### src/rtl/wmem_app_arb_pkg.sv
// Shared constants for the wide-memory application-port arbiter.
// FSM encodings are kept as plain constants for compatibility with older users.
package wmem_app_arb_pkg;

  localparam logic [0:0] WMEM_ARB_INIT = 1'b0;
  localparam logic [0:0] WMEM_ARB_RUN  = 1'b1;

  // Number of entries in the read-tag FIFO, i.e. the outstanding-read credit limit.
  function automatic int unsigned tag_fifo_depth(int unsigned tag_nbits);
    return 32'd1 << tag_nbits;
  endfunction

endpackage

### src/rtl/wmem_rr_arb.sv
// Round-robin arbiter: search upward from the pointer with wrap-around,
// pointer moves to one past the winner on every grant.
module wmem_rr_arb #(
  parameter int unsigned NREQ       = 4,
  parameter int unsigned NREQ_NBITS = 2
) (
  input  logic                  clk,
  input  logic                  rst_n,
  input  logic                  en_i,
  input  logic [NREQ-1:0]       req_i,
  output logic [NREQ-1:0]       gnt_o,
  output logic                  valid_o,
  output logic [NREQ_NBITS-1:0] winner_o
);

  logic [NREQ_NBITS-1:0] ptr_q, ptr_d;
  logic [NREQ_NBITS-1:0] idx;

  always_comb begin
    gnt_o    = '0;
    valid_o  = 1'b0;
    winner_o = '0;
    idx      = ptr_q;
    for (int unsigned k = 0; k < NREQ; k++) begin
      if (en_i && !valid_o && req_i[idx]) begin
        valid_o    = 1'b1;
        gnt_o[idx] = 1'b1;
        winner_o   = idx;
      end
      idx = (idx == NREQ_NBITS'(NREQ - 1)) ? '0 : idx + 1'b1;
    end
  end

  always_comb begin
    ptr_d = ptr_q;
    if (valid_o) begin
      ptr_d = (winner_o == NREQ_NBITS'(NREQ - 1)) ? '0 : winner_o + 1'b1;
    end
  end

  always_ff @(posedge clk or negedge rst_n) begin
    if (!rst_n) begin
      ptr_q <= '0;
    end else begin
      ptr_q <= ptr_d;
    end
  end

endmodule

### src/rtl/wmem_app_arb.sv
// Shares the application port of a 1R1W wide memory among NREQ requesters, routes
// in-order read acks through a tag FIFO, and zero-fills the memory on reset/command.
module wmem_app_arb
  import wmem_app_arb_pkg::*;
#(
  parameter int unsigned WIDTH       = 40,
  parameter int unsigned DEPTH_NBITS = 10,
  parameter int unsigned NREQ        = 4,
  parameter int unsigned NREQ_NBITS  = 2,
  parameter int unsigned TAG_NBITS   = 3,
  parameter logic        INIT_EN     = 1'b1
) (
  input  logic                        clk,
  input  logic                        rst_n,
  input  logic [NREQ-1:0]             req_rd,
  input  logic [NREQ*DEPTH_NBITS-1:0] req_raddr,
  output logic [NREQ-1:0]             req_rd_gnt,
  input  logic [NREQ-1:0]             req_wr,
  input  logic [NREQ*DEPTH_NBITS-1:0] req_waddr,
  input  logic [NREQ*WIDTH-1:0]       req_wdata,
  output logic [NREQ-1:0]             req_wr_gnt,
  output logic [NREQ-1:0]             req_ack,
  output logic [WIDTH-1:0]            req_rdata,
  output logic                        mem_rd,
  output logic [DEPTH_NBITS-1:0]      mem_raddr,
  output logic                        mem_wr,
  output logic [DEPTH_NBITS-1:0]      mem_waddr,
  output logic [WIDTH-1:0]            mem_wdata,
  input  logic                        mem_ack,
  input  logic [WIDTH-1:0]            mem_rdata,
  input  logic                        init_start,
  output logic                        init_done,
  output logic                        err_ack
);

  localparam int unsigned TagDepth = tag_fifo_depth(TAG_NBITS);

  logic [0:0]             state_q, state_d;
  logic [DEPTH_NBITS-1:0] init_addr_q, init_addr_d;
  logic                   init_done_q, init_done_d;
  logic                   run_en;

  logic [NREQ_NBITS-1:0]  tag_mem_q [TagDepth];
  logic [TAG_NBITS-1:0]   tag_wptr_q, tag_rptr_q;
  logic [TAG_NBITS:0]     tag_cnt_q;
  logic                   tag_push, tag_pop, rd_room;
  logic [NREQ_NBITS-1:0]  tag_head;

  logic                   rd_valid, wr_valid;
  logic [NREQ_NBITS-1:0]  rd_win, wr_win;

  logic                   mem_rd_q, mem_wr_q, mem_wr_d;
  logic [DEPTH_NBITS-1:0] mem_raddr_q, mem_raddr_d, mem_waddr_q, mem_waddr_d;
  logic [WIDTH-1:0]       mem_wdata_q, mem_wdata_d;
  logic [NREQ-1:0]        req_ack_q, req_ack_d;
  logic [WIDTH-1:0]       req_rdata_q, req_rdata_d;
  logic                   err_ack_q;

  // Grants wait for init_done so no request slips in on the first RUN cycle.
  assign run_en   = (state_q == WMEM_ARB_RUN) && init_done_q;
  assign tag_pop  = mem_ack && (tag_cnt_q != '0);
  assign rd_room  = !tag_cnt_q[TAG_NBITS] || tag_pop;
  assign tag_push = rd_valid;
  assign tag_head = tag_mem_q[tag_rptr_q];

  wmem_rr_arb #(
    .NREQ      (NREQ),
    .NREQ_NBITS(NREQ_NBITS)
  ) u_rd_arb (
    .clk     (clk),
    .rst_n   (rst_n),
    .en_i    (run_en && rd_room),
    .req_i   (req_rd),
    .gnt_o   (req_rd_gnt),
    .valid_o (rd_valid),
    .winner_o(rd_win)
  );

  wmem_rr_arb #(
    .NREQ      (NREQ),
    .NREQ_NBITS(NREQ_NBITS)
  ) u_wr_arb (
    .clk     (clk),
    .rst_n   (rst_n),
    .en_i    (run_en),
    .req_i   (req_wr),
    .gnt_o   (req_wr_gnt),
    .valid_o (wr_valid),
    .winner_o(wr_win)
  );

  always_comb begin
    state_d     = state_q;
    init_addr_d = init_addr_q;
    init_done_d = init_done_q;
    unique case (state_q)
      WMEM_ARB_INIT: begin
        init_done_d = 1'b0;
        init_addr_d = init_addr_q + 1'b1;
        if (init_addr_q == '1) state_d = WMEM_ARB_RUN;
      end
      default: begin
        init_done_d = 1'b1;
        if (init_start) begin
          state_d     = WMEM_ARB_INIT;
          init_addr_d = '0;
          init_done_d = 1'b0;
        end
      end
    endcase
  end

  always_comb begin
    mem_raddr_d = rd_valid ? req_raddr[32'(rd_win) * DEPTH_NBITS +: DEPTH_NBITS] : mem_raddr_q;
    mem_wr_d    = wr_valid;
    mem_waddr_d = mem_waddr_q;
    mem_wdata_d = mem_wdata_q;
    if (state_q == WMEM_ARB_INIT) begin
      mem_wr_d    = 1'b1;
      mem_waddr_d = init_addr_q;
      mem_wdata_d = '0;
    end else if (wr_valid) begin
      mem_waddr_d = req_waddr[32'(wr_win) * DEPTH_NBITS +: DEPTH_NBITS];
      mem_wdata_d = req_wdata[32'(wr_win) * WIDTH +: WIDTH];
    end
    req_ack_d   = '0;
    req_rdata_d = req_rdata_q;
    if (tag_pop) begin
      req_ack_d[tag_head] = 1'b1;
      req_rdata_d         = mem_rdata;
    end
  end

  always_ff @(posedge clk or negedge rst_n) begin
    if (!rst_n) begin
      state_q     <= INIT_EN ? WMEM_ARB_INIT : WMEM_ARB_RUN;
      init_done_q <= !INIT_EN;
      init_addr_q <= '0;
      tag_wptr_q  <= '0;
      tag_rptr_q  <= '0;
      tag_cnt_q   <= '0;
      mem_rd_q    <= 1'b0;
      mem_raddr_q <= '0;
      mem_wr_q    <= 1'b0;
      mem_waddr_q <= '0;
      mem_wdata_q <= '0;
      req_ack_q   <= '0;
      req_rdata_q <= '0;
      err_ack_q   <= 1'b0;
    end else begin
      state_q     <= state_d;
      init_done_q <= init_done_d;
      init_addr_q <= init_addr_d;
      if (tag_push) tag_wptr_q <= tag_wptr_q + 1'b1;
      if (tag_pop)  tag_rptr_q <= tag_rptr_q + 1'b1;
      unique case ({tag_push, tag_pop})
        2'b10:   tag_cnt_q <= tag_cnt_q + 1'b1;
        2'b01:   tag_cnt_q <= tag_cnt_q - 1'b1;
        default: tag_cnt_q <= tag_cnt_q;
      endcase
      mem_rd_q    <= rd_valid;
      mem_raddr_q <= mem_raddr_d;
      mem_wr_q    <= mem_wr_d;
      mem_waddr_q <= mem_waddr_d;
      mem_wdata_q <= mem_wdata_d;
      req_ack_q   <= req_ack_d;
      req_rdata_q <= req_rdata_d;
      err_ack_q   <= err_ack_q | (mem_ack && (tag_cnt_q == '0));
    end
  end

  // Tag storage needs no reset; the pointers define what is valid.
  always_ff @(posedge clk) begin
    if (tag_push) tag_mem_q[tag_wptr_q] <= rd_win;
  end

  assign mem_rd    = mem_rd_q;
  assign mem_raddr = mem_raddr_q;
  assign mem_wr    = mem_wr_q;
  assign mem_waddr = mem_waddr_q;
  assign mem_wdata = mem_wdata_q;
  assign req_ack   = req_ack_q;
  assign req_rdata = req_rdata_q;
  assign init_done = init_done_q;
  assign err_ack   = err_ack_q;

endmodule

### config.mk
export PLATFORM = sky130hd
export DESIGN_NAME = wmem_app_arb
export DESIGN_NICKNAME = d
export VERILOG_FILES = /design/src/rtl/wmem_app_arb_pkg.sv /design/src/rtl/wmem_rr_arb.sv /design/src/rtl/wmem_app_arb.sv
export SDC_FILE = /design/constraint.sdc
export NUM_CORES = 1
export LEC_CHECK = 0
export ABC_AREA = 1
export ABC_CLOCK_PERIOD_IN_PS = 6100
export CORE_AREA = 8 8 153 155
export DETAILED_ROUTE_END_ITERATION = 8
export DIE_AREA = 0 0 161 163
export PLACE_DENSITY = 0.82
export SETUP_SLACK_MARGIN = 0.02
export SLEW_MARGIN = 20
export SYNTH_ARGS = -nofsm -noshare
export SYNTH_HDL_FRONTEND = slang
export SYNTH_SLANG_ARGS = --single-unit
### constraint.sdc
create_clock -name clk -period 6.1 [get_ports clk]
set_clock_uncertainty 0.1 [all_clocks]
set_input_delay 0.61 -clock clk [delete_from_list [all_inputs] [get_ports clk]]
set_output_delay 0.61 -clock clk [all_outputs]
set_load 0.005 [all_outputs]
==> impl_metrics.toml, run 1 <==
[worst_hold_path]
hp-class = "in2async"

[cts]
postCtsSetupBuffers = 0
post_cts_resized = 0
insertion_delay_ns = 0.42
cts_buffer_depth = 2
clk_pin_slew_ns = 0.07
cts_made_buffers = 17
cts_sinks = 149
cts-root-buf = "clkbuf_16"
cts_hold_buf = 0
cts-htree-levels = 4
cts_tree = "done"

[drt]
dr_total_vias = 9942
firstDrtPassIters = 7
wirelength_um = 35300
post-route-drc-count = 0
wl_per_cell_um = 18.4
drt_iter0_drc = 1047
ant_nets = 0
vias_per_cell = 5.17

[setup_path]
critPathSlowestCell = "nand2_1"
cp_max_fo = 30
path_class = "reg2reg"
required_ns = 6.30
crit_chain = "inv_1, ha_1, inv_1, xor2_2, nand2_1, o21ai_2, nor2_1, nor2_2, nand3_1, nand2_1, nand2_1, nand3_1, nand2_1, nand2_1, nand2_1"
cp.arrival_ns = 4.44
critPathLaunchType = "flip-flop"
crit_top_cell = "nand2_1"
end_kind = "flip-flop"
r2r_cells = 15
max_stage_delay_ns = 0.98

[timing]
setup_viol = 0
fin_crit_sh_pct = 69.6
period_needed_ns = 4.24
drv_slew = 0
tightest_slew_ns = 1.04
rsz0062_at_grt = "no"
fmax_mhz = 236
hold_ws_ns = 0.0657
relSlewSlack_pct = 30.7
tns_ns = 0
hold_viol = 0

[cells_and_area]
seqCellArea_um2 = 3810
area_growth_pct = 53.4
multi_input_area_um2 = 4330
drive_gt1_share_pct = 4.14
nets = 1939
fill_cells = 1788

[place]
detailed_place_hpwl_um = 26800
port_buffers = 407
gp_congestion = 0.919

[die]
die_y_um = 163
ios = 408
dieWidth_um = 161
core_um2 = 20800
row_count = 53
die_area_um2 = 26200
floorplan.initialDensity_pct = 42.6

[global_route]
grt_pass1_vias = 9440
grt_overflow = 0
grt_use_total_pct = 25.9
grt_max_degree = 103
grt_pass1_wl_um = 53500
antenna_found_initial = 7

[run]
drv_cap = 0

[synthesis]
yosysWarnings = 0
avgSynthCellArea_um2 = 7.05
synth_edf_count = 16
synth_flop_cell = "dfrtp_1"
synth-seq-cells = 149
netlist_instances = 1259
ys_types = 41
synth_fp_nets = 1570
synth-async-reset-ratio_pct = 89.3
yosysSeqAreaShare_pct = 42.9
synth_area_um2 = 8880

[pwr]
irDropWorstVdd_v = 0.000216
leakage_uw = 0.00643
p_per_area_nw_per_um2 = 279

[outcome]
status = "finished clean"
==> metrics by stage <==
stage | total power [µW] | utilization (%) | cells | setup WS (ns) | area, µm²
after detailed placement | 2720 | 62.4 | 1884 | 1.69 | 13000
after global placement | 2670 | 62.4 | 1884 | 1.98 | 13000
final | 3800 | 65.4 | 1923 | 1.86 | 13600
after floorplan | 2000 | - | 1259 | 2.89 | 8880
after global routing | 4020 | 65.4 | 1923 | 1.50 | 13600
after CTS | 3830 | 65.3 | 1916 | 1.67 | 13600
==> layer usage <==
layer / up-vias / wire length, µm / part of all wire, % / track usage [%]
met1: 4650 / 13900 / 39 / 31.1
met2: 463 / 17600 / 50 / 44.3
met4: 0 / 906 / 2.6 / 9.05
li1: 4765 / - / - / -
met3: 64 / 2920 / 8.3 / 6.55
met5: - / 0 / 0 / 0
==> layout by cell type (no fill, tap or decap), types with 2 or more instances in the layout <==
master	netlist	routed
or2_1	2	2
a221oi_1	2	2
bufinv_16	0	2
nand3_1	208	208
nand2_1	551	550
diode_2	0	7
nor4_1	2	2
inv_2	4	4
nor2_4	3	5
nand2_4	1	2
clkinvlp_4	0	2
clkinv_4	0	2
edfxtp_1	16	16
nor2_2	7	8
xor2_1	5	5
xnor2_1	4	4
o221ai_1	4	4
inv_1	99	99
clkbuf_16	0	17
buf_4	4	7
nor3_1	7	7
nand2_2	4	4
nor2_1	47	44
o21ai_0	30	30
ha_1	19	19
a21oi_1	12	12
a22oi_1	11	11
inv_6	0	6
inv_8	0	2
o21ai_2	2	2
dfrtp_1	133	133
clkdlybuf4s50_1	0	406
o22ai_1	10	10
==> final timing paths <==
path	start	end	slack, ns
worst min-delay path	rst_n	req_rdata[31]$_DFFE_PN0P_	0.07
worst min register to register	err_ack$_DFF_PN0_	err_ack$_DFF_PN0_	0.36
min in group clk	err_ack$_DFF_PN0_	err_ack$_DFF_PN0_	0.36
max in group asynchronous	rst_n	mem_waddr[0]$_DFFE_PN0P_	4.47
worst max-delay path	u_rd_arb.ptr_q[0]$_DFFE_PN0P_	mem_raddr[4]$_DFFE_PN0P_	1.86
worst max register to register	u_rd_arb.ptr_q[0]$_DFFE_PN0P_	mem_raddr[4]$_DFFE_PN0P_	1.86
==> power by group <==
group	switching (µW)	total (µW)	internal, µW	leakage [µW]
clock network	474	1090	621	0.000293
registers	184	1400	1220	0.00183
logic	618	1300	682	0.00431
total	1280	3800	2520	0.00643
==> synthesized netlist by cell type (2+ instances only) <==
| cell | instances | area share [%] |
|---|---|---|
| ha_1 | 19 | 2.7 |
| xor2_1 | 5 | 0.49 |
| nand2_1 | 551 | 23 |
| buf_2 | 32 | 1.8 |
| nor2_4 | 3 | 0.38 |
| buf_1 | 3 | 0.13 |
| inv_1 | 99 | 4.2 |
| buf_4 | 4 | 0.34 |
| or2_1 | 2 | 0.14 |
| a21oi_1 | 12 | 0.68 |
| nor3_1 | 7 | 0.39 |
| nor2_1 | 47 | 2.0 |
| inv_2 | 4 | 0.17 |
| nand2_2 | 4 | 0.28 |
| o21ai_0 | 30 | 1.7 |
| nand3_1 | 208 | 12 |
| o221ai_1 | 4 | 0.39 |
| a221oi_1 | 2 | 0.20 |
| o22ai_1 | 10 | 0.70 |
| dfrtp_1 | 133 | 37 |
| xnor2_1 | 4 | 0.39 |
| nor4_1 | 2 | 0.14 |
| a22oi_1 | 11 | 0.93 |
| edfxtp_1 | 16 | 5.4 |
| nor2_2 | 7 | 0.49 |
| o21ai_2 | 2 | 0.20 |
| clkbuf_1 | 14 | 0.59 |
| buf_6 | 11 | 1.4 |
==> area by class of cell <==
type,instances,share of cell area (%)
Tap cell,275,2.53
Timing Repair Buffer,414,30.3
Clock inverter,15,1.35
Inverter,104,2.88
Sequential cell,149,28.0
Clock buffer,17,3.12
Antenna cell,7,0.129
Multi-Input combinational cell,942,31.7
==> critical path: cells and delay by family (launching register included) <==
kind / cells / cell delay, ns
and+or+nand+nor: 10 / 2.27
DFF: 1 / 0.62
adders and majority gates: 1 / 0.43
buffers and inverters: 2 / 0.34
xor gates and xnor gates: 1 / 0.23
AOI/OAI and AO/OA: 1 / 0.11
==> flip-flops by register name (all words and copies together), names as in the netlist, 4 cells and up <==
| signal | cells |
|---|---|
| mem_wdata | 40 |
| req_rdata | 40 |
| tag_mem_q | 16 |
| init_addr_q | 10 |
| mem_raddr | 10 |
| mem_waddr | 10 |
| req_ack | 4 |
| tag_cnt_q | 4 |
==> logic make-up (layout without fill, tap and decap cells) <==
group / Yosys count / in the layout / synth area share [%]
AO/OA/AOI/OAI: 77 / 77 / 5.35
XOR/XNOR: 10 / 10 / 1.07
adder cells (fa/ha/maj): 19 / 19 / 2.68
buffers and inverters: 168 / 550 / 8.68
flip-flops: 149 / 149 / 42.9
other: 0 / 7 / 0
AND/OR/NAND/NOR: 836 / 836 / 39.3
Note: power is estimated with default switching activity, not from simulation.
==> run 2: changes to the inputs <==
--- a/config.mk
+++ b/config.mk
@@ -6,11 +6,12 @@
 export NUM_CORES = 1
 export LEC_CHECK = 0
 export ABC_AREA = 1
-export ABC_CLOCK_PERIOD_IN_PS = 6100
-export CORE_AREA = 8 8 153 155
+export ABC_CLOCK_PERIOD_IN_PS = 4400
+export CORE_ASPECT_RATIO = 1.5
+export CORE_MARGIN = 8
+export CORE_UTILIZATION = 42
 export DETAILED_ROUTE_END_ITERATION = 8
-export DIE_AREA = 0 0 161 163
-export PLACE_DENSITY = 0.82
+export PLACE_DENSITY = 0.81
 export SETUP_SLACK_MARGIN = 0.02
 export SLEW_MARGIN = 20
 export SYNTH_ARGS = -nofsm -noshare
==> constraint.sdc (replaced) <==
create_clock -name clk -period 4.4 [get_ports clk]
set_clock_uncertainty 0.1 [all_clocks]
set_input_delay 0.44 -clock clk [delete_from_list [all_inputs] [get_ports clk]]
set_output_delay 0.44 -clock clk [all_outputs]
set_load 0.005 [all_outputs]
==> run 2 against run 1 <==
Global-route usage shrank 0.077 points. Critical endpoint is now req_rd_gnt[3]. Power up 37%. Critical path type is now reg2out. Utilization hardly changed. Largest power group unchanged.
==> impl_metrics.toml, run 2 (same netlist as run 1, synthesis figures left out) <==
[die]
die_area_um2 = 26100
ios = 408
floorplan.initialDensity_pct = 42.5
die_y_um = 194
row_count = 65
dieWidth_um = 135
core_um2 = 20900

[cells_and_area]
fin_cells = 1922
drive_gt1_share_pct = 4.78
nets = 1952
fin_util_pct = 65.5
final_common_cell = "nand2_1"
final_cell_mix = "550 x nand2_1, 406 x clkdlybuf4s50_1, 208 x nand3_1, 133 x dfrtp_1, 98 x inv_1"
antenna_cells = 0
area_growth_pct = 54.1

[setup_path]
r2r_cells = 17
required_ns = 3.86
crit_top_cell = "inv_1"
max_stage_delay_ns = 0.60
critPathSlowestCell = "dfrtp_1"
cp.arrival_ns = 3.21
crit_chain = "inv_1, ha_1, inv_1, xor2_2, nand2_1, o21ai_2, nor2_1, nor2_2, nand2_2, o21ai_0, clkdlybuf4s50_1"
critPathLaunchType = "flip-flop"
worst-r2r-setup-slack_ns = 0.89
end_kind = "output port"
r2r-end = "mem_raddr[4]$_DFFE_PN0P_"
path_class = "reg2out"
cp_max_fo = 13
timing.rr.start = "u_rd_arb.ptr_q[0]$_DFFE_PN0P_"

[run]
drv_cap = 0

[cts]
cts_buffer_depth = 2
insertion_delay_ns = 0.42
cts-htree-levels = 4
cts_tree = "done"
cts_made_buffers = 17
postCtsSetupBuffers = 0
cts-root-buf = "clkbuf_16"
cts_sinks = 149
clk_pin_slew_ns = 0.07

[pwr]
p_per_area_nw_per_um2 = 380
leakage_uw = 0.00650
finalPower_uw = 5200
irDropWorstVdd_v = 0.000242

[drt]
wirelength_um = 34200
dr_total_vias = 9806
wl_per_cell_um = 17.8
ant_nets = 0
drt_iter0_drc = 501
vias_per_cell = 5.10
firstDrtPassIters = 5
post-route-drc-count = 0

[timing]
tns_ns = 0
rsz0062_at_grt = "no"
tightest_slew_ns = 0.957
drv_slew = 0
setup_viol = 0
hold_viol = 0
relSlewSlack_pct = 36.2
fin_crit_sh_pct = 85.3
fmax_mhz = 267
hold_ws_ns = 0.372
period_needed_ns = 3.75

[place]
dp_cells = 1889
detailed_place_hpwl_um = 26600
gp_congestion = 0.968
port_buffers = 407

[worst_hold_path]
min_path_cells = 2
hp-class = "reg2reg"
min-delay-start = "req_rdata[29]$_DFFE_PN0P_"
min_to = "req_rdata[29]$_DFFE_PN0P_"

[global_route]
grt_pass1_wl_um = 53300
grt_use_total_pct = 25.8
grt_pass1_vias = 9736
grt_max_degree = 95
antenna_found_initial = 0
grt_overflow = 0

[outcome]
status = "finished clean"
==> run 2: layout make-up <==
cell class	instances	area, µm²
clock buffer	18	429
inverter	104	393
clock inverter	14	161
multi-input combinational	942	4320
sequential	149	3810
tap	268	335
fill	1858	7220
timing repair buffer	427	4240
==> run 2: worst max path at each step <==
stage	from	to	slack [ns]	cells past startpoint
3_5_place_dp	u_rd_arb.ptr_q[0]$_DFFE_PN0P_	mem_raddr[6]$_DFFE_PN0P_	0.93	17
4_1_cts	u_rd_arb.ptr_q[0]$_DFFE_PN0P_	req_rd_gnt[3]	0.64	11
6_report	u_rd_arb.ptr_q[0]$_DFFE_PN0P_	req_rd_gnt[3]	0.65	11
2_1_floorplan	u_rd_arb.ptr_q[0]$_DFFE_PN0P_	tag_cnt_q[2]$_DFFE_PN0P_	1.19	20
5_1_grt	u_rd_arb.ptr_q[0]$_DFFE_PN0P_	req_rd_gnt[0]	0.35	11
3_3_place_gp	req_wr[1]	mem_waddr[4]$_DFFE_PN0P_	0.96	14
==> run 2: through the flow <==
stage	cell area, µm²	setup slack, ns
after floorplan	8880	1.19
after global placement	13100	0.964
after detailed placement	13100	0.929
after CTS	13700	0.635
after global routing	13700	0.345
final	13700	0.648
==> run 2: power breakdown <==
part           leakage (µW)  switching (µW)  total, µW  internal, µW
registers           0.00183             251       1940          1690
clock network      0.000288             639       1450           808
logic               0.00438             863       1810           948
==> run 2: timing repair <==
item,4_1_cts,5_1_grt
gates resized for setup,0,0
hold endpoints to repair,54,0
setup endpoints to repair,0,0
hold buffers,1,0
==> run 2: layer usage <==
metal,vias to the layer above,GRT usage [%],wire [µm]
met2,393,46.0,17800
met5,-,0,0
li1,4781,-,-
met4,0,9.73,1010
met3,57,5.58,2390
met1,4575,29.1,12900
==> run 2: worst max-delay path: cells and delay by family (launching register included) <==
kind / cells / cell delay, ns
xor+xnor: 1 / 0.20
flops: 1 / 0.60
fa+ha+maj: 1 / 0.40
simple gates: 4 / 0.41
compound gates: 2 / 0.28
buf+inv: 3 / 0.89
